[config.mk]
export PLATFORM = sky130hd
export DESIGN_NAME = pipeline_hazard_ctrl
export DESIGN_NICKNAME = d
export VERILOG_FILES = /design/src/rtl/pipeline_hazard_ctrl.sv
export SDC_FILE = /design/constraint.sdc
export NUM_CORES = 1
export LEC_CHECK = 0
export ABC_AREA = 1
export ABC_CLOCK_PERIOD_IN_PS = 1980
export CELL_PAD_IN_SITES_DETAIL_PLACEMENT = 1
export CELL_PAD_IN_SITES_GLOBAL_PLACEMENT = 2
export CORE_UTILIZATION = 20
export CTS_BUF_LIST = sky130_fd_sc_hd__clkbuf_16
export CTS_CLUSTER_DIAMETER = 200
export DETAILED_ROUTE_END_ITERATION = 16
export PLACE_DENSITY = 0.9
export SYNTH_ARGS = -nofsm -noshare
export SYNTH_HDL_FRONTEND = slang
export SYNTH_SLANG_ARGS = --single-unit
[constraint.sdc]
create_clock -name clk -period 1.98 [get_ports clk]
set_input_delay 0.396 -clock clk [delete_from_list [all_inputs] [get_ports clk]]
set_output_delay 0.396 -clock clk [all_outputs]
set_load 0.005 [all_outputs]
[src/rtl/pipeline_hazard_ctrl.sv]
// pipeline_hazard_ctrl: stall, flush and redirect control for the SampleCPU pipeline.
// Any stage may request a stall, and the controller holds that stage and every
// younger stage. An exception from stage EXC_STAGE freezes the pipe for one cycle.
// The following cycle is a single FLUSH cycle that drives the latched redirect PC.
// A sticky watchdog flags a pipeline that stays stalled for WDOG_LIMIT cycles.
// Optional build macro: STALL_PERF_EN adds a saturating stall-cycle counter.
// When STALL_PERF_EN is undefined, stall_cycles is tied to zero.

module pipeline_hazard_ctrl #(
  parameter int STALL_W    = 6,
  parameter int EXC_STAGE  = 4,
  parameter int PC_W       = 32,
  parameter int WDOG_W     = 8,
  parameter int WDOG_LIMIT = 200
) (
  input  logic               clk,
  input  logic               rst,
  input  logic [STALL_W-1:0] stallreq,
  input  logic               excp_req,
  input  logic [PC_W-1:0]    excp_pc,
  output logic [STALL_W-1:0] stall,
  output logic               flush,
  output logic [PC_W-1:0]    new_pc,
  output logic               busy,
  output logic               wdog_trip,
  output logic [31:0]        stall_cycles
);

  typedef enum logic {
    RUN   = 1'b0,
    FLUSH = 1'b1
  } state_t;

  localparam logic [WDOG_W-1:0] WDOG_PRE = WDOG_W'(WDOG_LIMIT - 1);

  state_t             state;
  logic [STALL_W-1:0] therm;
  logic [STALL_W-1:0] exc_mask;
  logic [STALL_W-1:0] stall_raw;
  logic [WDOG_W-1:0]  wdog_cnt;

  // Stall bus: thermometer below the oldest requester, or a freeze up to the excepting stage
  always_comb begin
    therm     = '0;
    exc_mask  = '0;
    stall_raw = '0;
    for (int k = 0; k < STALL_W; k++) begin
      therm[k]    = |(stallreq >> k);
      exc_mask[k] = (k <= EXC_STAGE);
    end
    if (state == RUN) begin
      stall_raw = excp_req ? exc_mask : therm;
    end
  end

  assign stall = rst ? '0 : stall_raw;
  assign flush = !rst && (state == FLUSH);
  assign busy  = !rst && (state != RUN);

  // FSM with the redirect PC latch; an exception in RUN always leads to exactly one FLUSH
  always_ff @(posedge clk) begin
    if (rst) begin
      state  <= RUN;
      new_pc <= '0;
    end else begin
      case (state)
        RUN: begin
          if (excp_req) begin
            new_pc <= excp_pc;
            state  <= FLUSH;
          end
        end
        FLUSH: begin
          state <= RUN;
        end
        default: begin
          state <= RUN;
        end
      endcase
    end
  end

  // Watchdog: counts consecutive stalled RUN cycles and sets a sticky trip flag
  always_ff @(posedge clk) begin
    if (rst) begin
      wdog_cnt  <= '0;
      wdog_trip <= 1'b0;
    end else if ((state == RUN) && (stall_raw != '0)) begin
      if (wdog_cnt != '1) begin
        wdog_cnt <= wdog_cnt + 1'b1;
      end
      if (wdog_cnt == WDOG_PRE) begin
        wdog_trip <= 1'b1;
      end
    end else begin
      wdog_cnt <= '0;
    end
  end

`ifdef STALL_PERF_EN
  logic [31:0] perf_cnt;

  // Performance counter: counts cycles in which the PC stage is held, and saturates
  always_ff @(posedge clk) begin
    if (rst) begin
      perf_cnt <= '0;
    end else if (stall_raw[0] && (perf_cnt != 32'hFFFF_FFFF)) begin
      perf_cnt <= perf_cnt + 32'd1;
    end
  end

  assign stall_cycles = perf_cnt;
`else
  assign stall_cycles = 32'h0;
`endif

endmodule

==> results.md, run 1 <==
Clocking:
- Buffers inserted to repair hold after CTS numbered 0.
- The TritonCTS buffer count is 5.
- The source-to-sink clock delay at the later pin of the worst-skew pair is 0.28 ns.
- After clock tree synthesis, the clock-pin slew on the worst setup and hold paths is 0.06 ns.
- The depth of the CTS H-tree is 2.
- The CTS tree is built.
- The clock passes through at most 2 buffers.
- The clock net in this run drives a total of 42 sinks.
- The root buffer cell chosen for the clock tree is sky130_fd_sc_hd__clkbuf_16.

Worst hold path:
- The path class of the tightest hold or removal check is reg -> reg.

Setup path:
- The worst register-to-register path has a setup slack of 0.77 ns.
- The largest individual stage delay along the critical path comes from the cell sky130_fd_sc_hd__clkdlybuf4s50_1.
- STA classifies the critical path endpoint as an output port.
- For the worst setup path, the data required time is 1.58 ns.
- The worst setup path is of the in -> out kind.
- The most common cell type on the critical path is sky130_fd_sc_hd__nand2_2.
- The kind of cell adding the most delay to the critical path is buffers and inverters.
- The number of buffers and inverters on the critical path is 3.
- The nature of the critical path startpoint is a primary input.
- The signal on the critical path passes through clkdlybuf4s50_1 > nor2_2 > nand2_1 > nand2_2 > buf_4 > nand2_2 > dlygate4sd2_1.
- In this design, the stage delay of the slowest critical-path cell is 0.41 ns.
- For the worst setup path, the data arrival time is 1.50 ns.
- Along the worst path, the maximum fanout reaches 3.

Final layout:
- The post-layout utilization of the core is 32.0%.
- The share of post-route cells with drive strength above 1 is 10.1%.
- The library cells used most frequently in the layout, excluding fill and tap cells, are sky130_fd_sc_hd__nor2_1 (78), sky130_fd_sc_hd__clkdlybuf4s50_1 (70), sky130_fd_sc_hd__dfxtp_1 (42), sky130_fd_sc_hd__conb_1 (32), sky130_fd_sc_hd__o21ai_0 (31).
- The number of antenna diodes in the final layout is 0.
- The total number of nets in the final design is 397.
- The non-filler instance count after layout is 485.
- The area growth from synthesis to layout is 52.9%.
- The leading cell type in the layout, fill and taps excluded is sky130_fd_sc_hd__nor2_1.

STA:
- Measured against its own limit, the worst slew margin works out to 62.7%.
- Setup repair after global routing left no endpoint under its margin.
- The hold violation total from the final report is 0.
- At the pin with the least slew margin, the transition time is 0.559 ns.
- Once routing completed, OpenROAD measured the worst setup slack at 0.0850 ns.
- Setup violations remaining at the end of the flow were counted as 0.
- Summed over all failing endpoints, the final setup total negative slack is 0 ns.
- The post-route fraction of the period consumed by the critical path is 95.7%.
- The number of pins with negative max-slew slack in the final report is 0.
- The post-layout minimum cycle time is 1.90 ns.
- The peak clock frequency supported by timing is 528 MHz.
- The maximum clock skew at final layout is 0.00579 ns.

Floorplan:
- The die is 101 um tall.
- The die extent in x is 101 um.
- In this run the count of I/O pins placed on the die edge is 114.
- The standard cell core area is 9370 um2.
- The die covers 10,200 um2.
- In this run the core area contains 35 standard-cell rows.
- For this configuration, the core starts out at a cell density of 20.9%.

GRT:
- The via count of the first global-routing pass is 1,835.
- The first-pass GRT wire length is 8450 um.
- The overall routing resource usage is 10.6%.
- The maximum number of pins on one net before global-route repair is 33.
- Global routing finished with a remaining overflow of 0.
- The initial antenna violation count is 0.

Job:
- Max-cap violations in this run came to 0.

Yosys:
- The netlist uses 22 different library cells.
- The largest family of logic cells by synthesized area is simple AND/OR/NAND/NOR gates.
- After synthesis, the cell types taking the most area are sky130_fd_sc_hd__dfxtp_1 (43%), sky130_fd_sc_hd__nor2_1 (15%), sky130_fd_sc_hd__buf_4 (13%).
- The basic-gate share of the synthesized area counting and, or, nand and nor cells is 27.0%.
- The cell count after synthesis is 265.
- The biggest area consumer among synthesized cells is sky130_fd_sc_hd__dfxtp_1.
- The area of the mapped netlist is 1960 um2.
- Multiplexer cells account for 0% of the synthesized area.
- The top-area cell type share of the netlist area is 42.9%.
- After synthesis the netlist holds a flip-flop and latch count of 42.
- The synthesized netlist devotes 10.2% of its cell area to compound gates.
- The average size of a mapped cell is 7.40 um2.
- The share of synthesized area occupied by flip-flops and latches is 42.9%.
- During synthesis, Yosys emitted a total of 0 warnings.
- Summing the areas of all fa, ha and maj instances in the mapped netlist gives 0.638% of the synthesized area.
- The area share of xor/xnor cells in the synthesized design is 0%.

Pwr:
- Of the total power, the share spent switching nets is 23.6%.
- The internal portion of the total power is 1.72 mW.
- Registers are responsible for 41.3% of the overall power.
- For this design the static power due to leakage is 1.31 nW.
- The analysis attributes to net switching a power of 0.532 mW.
- The completed layout was analyzed and its total power is 2.25 mW.
- In this run the power density over the cells is 751 nW/um2.
- The portion of total power attributed to combinational logic is 17.0%.
- VDD sags by at most 0.396 mV.
- The clock network burns 41.6% of the power.

Run status:
- The run finished with clean final reports.

Detailed routing:
- The total routed wirelength is 5320 um.
- The number of remaining DRC errors is 0.
- Detailed routing inserted a total of 1,877 vias.
- The first routing iteration left 38 violations.
- Dividing the detail-routed wire length by the instance count gives 11.0 um.
- For this run, the detailed router's first-pass iteration total came to 4.
- The antenna violation net count after detailed routing is 0.
- The ratio of routed vias to standard cells is 3.87.

Place:
- The number of cells after detailed placement is 473.
- The worst-case setup slack after placement is -0.315 ns.
- At the end of routability-driven placement, the weighted congestion stood at 0.775.
- The count of buffers from port buffering is 81.
- The sum of net half-perimeters after detailed placement is 4010 um.
-- layer usage --
metal | global-route usage (%) | vias up | share of wire (%)
met3 | 2.64 | 7 | 5.9
met1 | 11.8 | 865 | 43
met2 | 19.5 | 65 | 50
met5 | 0 | - | 0
li1 | - | 940 | -
met4 | 3.34 | 0 | 1.2
-- registers in the layout, indices dropped and copies added (netlist names) --
| register | count |
|---|---|
| new_pc | 32 |
| state | 1 |
| wdog_cnt | 8 |
| wdog_trip | 1 |
-- layout make-up --
| type | instances | area, um2 |
|---|---|---|
| Clock inverter | 3 | 43.8 |
| Tap cell | 129 | 161 |
| Clock buffer | 5 | 125 |
| Multi-Input combinational cell | 195 | 865 |
| Timing Repair Buffer | 94 | 898 |
| Fill cell | 1169 | 6370 |
| Inverter | 17 | 63.8 |
| Sequential cell | 42 | 841 |
-- per-stage QoR --
| step | hold WS [ns] | cell area (um2) |
|---|---|---|
| finish | 0.453 | 3000 |
| global route | 0.498 | 3000 |
| CTS | 0.458 | 3000 |
| detailed placement | 0.446 | 2810 |
| floorplan | 0.448 | 2080 |
| global placement | 0.439 | 2810 |
-- worst reg2reg max path, delay by kind of cell (launching register included) --
family	cells	cell delay [ns]
compound gates	1	0.12
fa+ha+maj	1	0.18
simple gates	4	0.45
flops	1	0.36
-- power by group through the flow --
stage	logic [mW]	registers, mW	clock network [mW]
after CTS	0.391	0.932	0.984
after floorplan	0.192	0.954	0
after global routing	0.431	0.937	1.02
after detailed placement	0.392	0.951	0
after global placement	0.384	0.948	0
final	0.384	0.931	0.938
-- what timing repair did --
action | 4_1_cts | 5_1_grt
pin swaps | 4 | 0
gates resized for setup | 11 | 1
buffers inserted | 4 | 0
endpoints found under the setup margin | 8 | 1
-- final timing paths --
kind                       startpoint                       end  cells past startpoint
max reg2reg  wdog_cnt[0]$_SDFFE_PP0P_  wdog_cnt[1]$_SDFFE_PP0P_                      6
min            wdog_trip$_SDFFE_PP0P_    wdog_trip$_SDFFE_PP0P_                      2
max                       stallreq[2]                  stall[0]                      7
min reg2reg    wdog_trip$_SDFFE_PP0P_    wdog_trip$_SDFFE_PP0P_                      2
-- synth_stat cells (all sizes together) --
cell type,count
nor2,83
dfxtp,42
o21ai,39
buf,38
nand2,27
inv,17
nand3,9
clkbuf,4
nor3,2
a21oi,1
conb,1
ha,1
nand4,1
-- cell families (layout without fill, tap and decap cells) --
kind of cell,count (synthesis),in the layout
and+or+nand+nor,122,122
DFF,42,42
adders and majority gates,1,1
AOI/OAI and AO/OA,40,40
other,1,32
buffers and inverters,59,119
No activity file was read; power rests on OpenSTA's default activity.
==> run 2, diff against run 1 <==
--- a/config.mk
+++ b/config.mk
@@ -14,6 +14,7 @@
 export CTS_CLUSTER_DIAMETER = 200
 export DETAILED_ROUTE_END_ITERATION = 16
 export PLACE_DENSITY = 0.9
+export REMOVE_ABC_BUFFERS = 1
 export SYNTH_ARGS = -nofsm -noshare
 export SYNTH_HDL_FRONTEND = slang
 export SYNTH_SLANG_ARGS = --single-unit
==> constraint.sdc (replaced) <==
create_clock -name clk -period 1.98 [get_ports clk]
set_input_delay 0.396 -clock clk [delete_from_list [all_inputs] [get_ports clk]]
set_output_delay 0.396 -clock clk [all_outputs]
set_load 0.05 [all_outputs]
==> run 2 against run 1 <==
Net effect: register-to-register slack about the same; clock skew down 0.0019 ns; global-route usage grew 0.82 points; die area stayed put; maximum frequency up 3.0%; worst hold slack better by 0.014 ns; core utilization rose by 0.55 points; combinational power increased by 93%; worst setup slack better by 0.055 ns; critical path type is now reg -> out; largest cell class unchanged.
==> results.md, run 2 (synthesis gave the netlist of run 1 again) <==
Detailed routing:
- The ratio of routed vias to standard cells is 3.83.
- The antenna violation net count after detailed routing is 0.
- The vias after detailed routing is 1,851.
- The total routed wirelength is 5650 um.
- In this run, the number of DRC markers left after iteration 0 of detailed routing was 44.
- The number of remaining DRC errors is 0.
- The length of the first detailed-routing pass in iterations is 4.
- The wire length per cell is 11.7 um.

Final layout:
- The area of combinational cells with multiple inputs is 868 um2.
- The number of flip-flops in the largest register is 32.
- The leading cell type in the layout, fill and taps excluded is sky130_fd_sc_hd__nor2_1.
- Leaving out fill and tap cells, the most frequent cells in the layout are sky130_fd_sc_hd__nor2_1 (79), sky130_fd_sc_hd__clkdlybuf4s50_1 (68), sky130_fd_sc_hd__dfxtp_1 (42), sky130_fd_sc_hd__conb_1 (32), sky130_fd_sc_hd__o21ai_0 (31).
- The filler cell count in the final layout is 1,167.
- The sequential cell area is 841 um2.
- The total number of nets in the final design is 395.
- In the final layout, the registers with the most flip-flops are new_pc x32, wdog_cnt x8.
- The share of post-route cells with drive strength above 1 is 11.6%.
- The register ranked first by flip-flop count is new_pc.
- The number of antenna repair diodes is 0.
- From synthesis to final layout, the design area changed by 55.5%.

Clocking:
- For this design, the sink count on the clock tree is 42.
- The number of hold buffers added after cts is 0.
- The maximum root-to-sink buffer count is 2.
- The CTS tree is built.
- The number of clock buffers added by TritonCTS is 5.
- The clock-pin slew of the registers on the worst-case setup and hold paths is 0.06 ns.
- The depth of the CTS H-tree is 2.
- The source-to-sink clock delay at the later pin of the worst-skew pair is 0.27 ns.
- The root buffer cell is sky130_fd_sc_hd__clkbuf_16.

STA:
- The peak clock frequency supported by timing is 543 MHz.
- The post-layout minimum cycle time is 1.84 ns.
- The number of pins with negative max-slew slack in the final report was 0.
- The hold violation total from the final report is 0.
- The final number of setup-violating endpoints is 0.
- The post-route fraction of the period consumed by the critical path is 92.9%.
- The maximum clock skew at final layout is 0.00388 ns.
- Setup repair after global routing left no endpoint under its margin.
- The worst pin sits at a relative slew slack of 59.0%.
- The final setup TNS is 0 ns.
- At the pin with the least slew margin, the transition time is 0.614 ns.
- Setup slack on the critical path of the routed design comes to 0.140 ns.

GRT:
- Global routing consumed, on the met2 layer, 21.5% of the routing resources.
- The overall routing resource usage is 11.4%.
- In this run the most used layer during global routing was met2.
- For this run, global-route usage on met1 was measured as 12.7%.
- The first-pass GRT wire length is 9090 um.
- The initial antenna violation count was 0.
- Summed over all layers, the global routing overflow is 0.
- The met3 capacity usage during global routing is 1.87%.
- The via count of the first global-routing pass came to 1,903.
- The maximum number of pins on one net before global-route repair is 34.

Setup path:
- The required time at the endpoint of the critical path is 1.58 ns.
- The setup check on the worst reg-to-reg path leaves a slack of 0.76 ns.
- The category of the most critical setup path is reg -> out.
- The slowest stage of the critical path belongs to the cell sky130_fd_sc_hd__clkdlybuf4s50_1.
- The number of buffers and inverters on the critical path is 1.
- Of all nets on the critical path, the largest fanout is 2.
- Walking the worst path, the cells encountered are clkdlybuf4s50_1.
- The stage delay of the slowest cell on the critical path is 0.83 ns.
- The kind of cell adding the most delay to the critical path is buffers and inverters.
- The element type at the critical path end is an output port.
- The worst endpoint data arrival time is 1.44 ns.
- The nature of the critical path startpoint is a flop.

Place:
- During placement, the flow inserted port buffers numbering 81.
- After legalization and detailed placement, the total HPWL measured 4230 um.
- Routability-driven placement finished with a final weighted congestion of 0.753.
- The worst-case setup slack after placement is -0.125 ns.

Worst hold path:
- The tightest min-delay check is of the reg -> reg type.

Floorplan:
- The die covers 10,200 um2.
- The floorplan die height is 101 um.
- The standard cell core area is 9370 um2.
- The I/O pin count is 114.
- The total number of placement rows is 35.
- For this configuration, the core starts out at a cell density of 20.9%.
- The die is 101 um wide.

Pwr:
- In this run the static leakage power is 1.33 nW.
- Overall power consumption after layout is estimated at 2.59 mW.
- The power per unit of standard cell area is 849 nW/um2.
- The peak ir drop on the vdd network is 0.327 mV.

Run status:
- The flow ran to the end, and the final reports show no timing, DRC or antenna violations.

Job:
- The max-capacitance violation count is 0.
[run 2: cell types whose count changed in the layout (fill, tap and decap cells not counted)]
cell,delta
sky130_fd_sc_hd__clkinvlp_4,+1
sky130_fd_sc_hd__inv_1,+1
sky130_fd_sc_hd__clkinv_2,-1
sky130_fd_sc_hd__nor3_4,+1
sky130_fd_sc_hd__inv_6,-1
sky130_fd_sc_hd__clkdlybuf4s50_1,-2
sky130_fd_sc_hd__buf_12,+6
sky130_fd_sc_hd__dlymetal6s2s_1,+1
sky130_fd_sc_hd__buf_4,+1
sky130_fd_sc_hd__nor2_1,+1
sky130_fd_sc_hd__nor3_2,-1
sky130_fd_sc_hd__dlygate4sd2_1,-8
sky130_fd_sc_hd__nor2_2,-1
[run 2: report_power, final]
part	total, mW	switching (mW)	internal, mW
registers	0.933	0.0307	0.902
logic	0.740	0.500	0.240
clock network	0.916	0.326	0.590
[run 2: layer usage]
metal	wire (um)	part of all wire, %
met4	55	0.97
met5	0	0
met3	227	4.0
met2	3050	54
met1	2310	41
[run 2: repair_timing]
action | in CTS | in global routing
gates resized for setup | 3 | 2
pin swaps | 2 | 2
endpoints found under the setup margin | 4 | 5
buffers inserted | 2 | 1
gates cloned | 0 | 0
[run 2: final cells by class]
cell class                      instances  share of cell area [%]
Timing Repair Buffer                   92                    31.1
Multi-Input combinational cell        195                    28.5
Sequential cell                        42                    27.6
Tap cell                              129                    5.29
Clock buffer                            5                    4.10
Inverter                               17                    2.09
Clock inverter                          3                    1.35
[run 2: worst paths after layout]
kind                            cells after the start                     start                        to
worst max-delay path                                1   new_pc[17]$_SDFFE_PP0P_                new_pc[17]
worst min-delay path                                2    wdog_trip$_SDFFE_PP0P_    wdog_trip$_SDFFE_PP0P_
worst max register to register                      6  wdog_cnt[1]$_SDFFE_PP0P_  wdog_cnt[1]$_SDFFE_PP0P_
worst min register to register                      2    wdog_trip$_SDFFE_PP0P_    wdog_trip$_SDFFE_PP0P_
[run 2: worst reg2reg max path, cell delays in order (launching register included)]
cell	delay [ns]
sky130_fd_sc_hd__dfxtp_1	0.35
sky130_fd_sc_hd__ha_1	0.18
sky130_fd_sc_hd__nand2_1	0.14
sky130_fd_sc_hd__nor2_4	0.18
sky130_fd_sc_hd__nand2_4	0.09
sky130_fd_sc_hd__o21ai_1	0.13
sky130_fd_sc_hd__nor2_1	0.05
[run 2: metrics by stage]
step | hold WS (ns) | instance area [um2] | instances | utilization, %
finish | 0.467 | 3050 | 483 | 32.5
global route | 0.506 | 3050 | 483 | 32.5
CTS | 0.470 | 3040 | 482 | 32.4
detailed placement | 0.459 | 2850 | 472 | 30.4
global placement | 0.458 | 2850 | 472 | 30.4
floorplan | 0.483 | 1770 | 254 | -
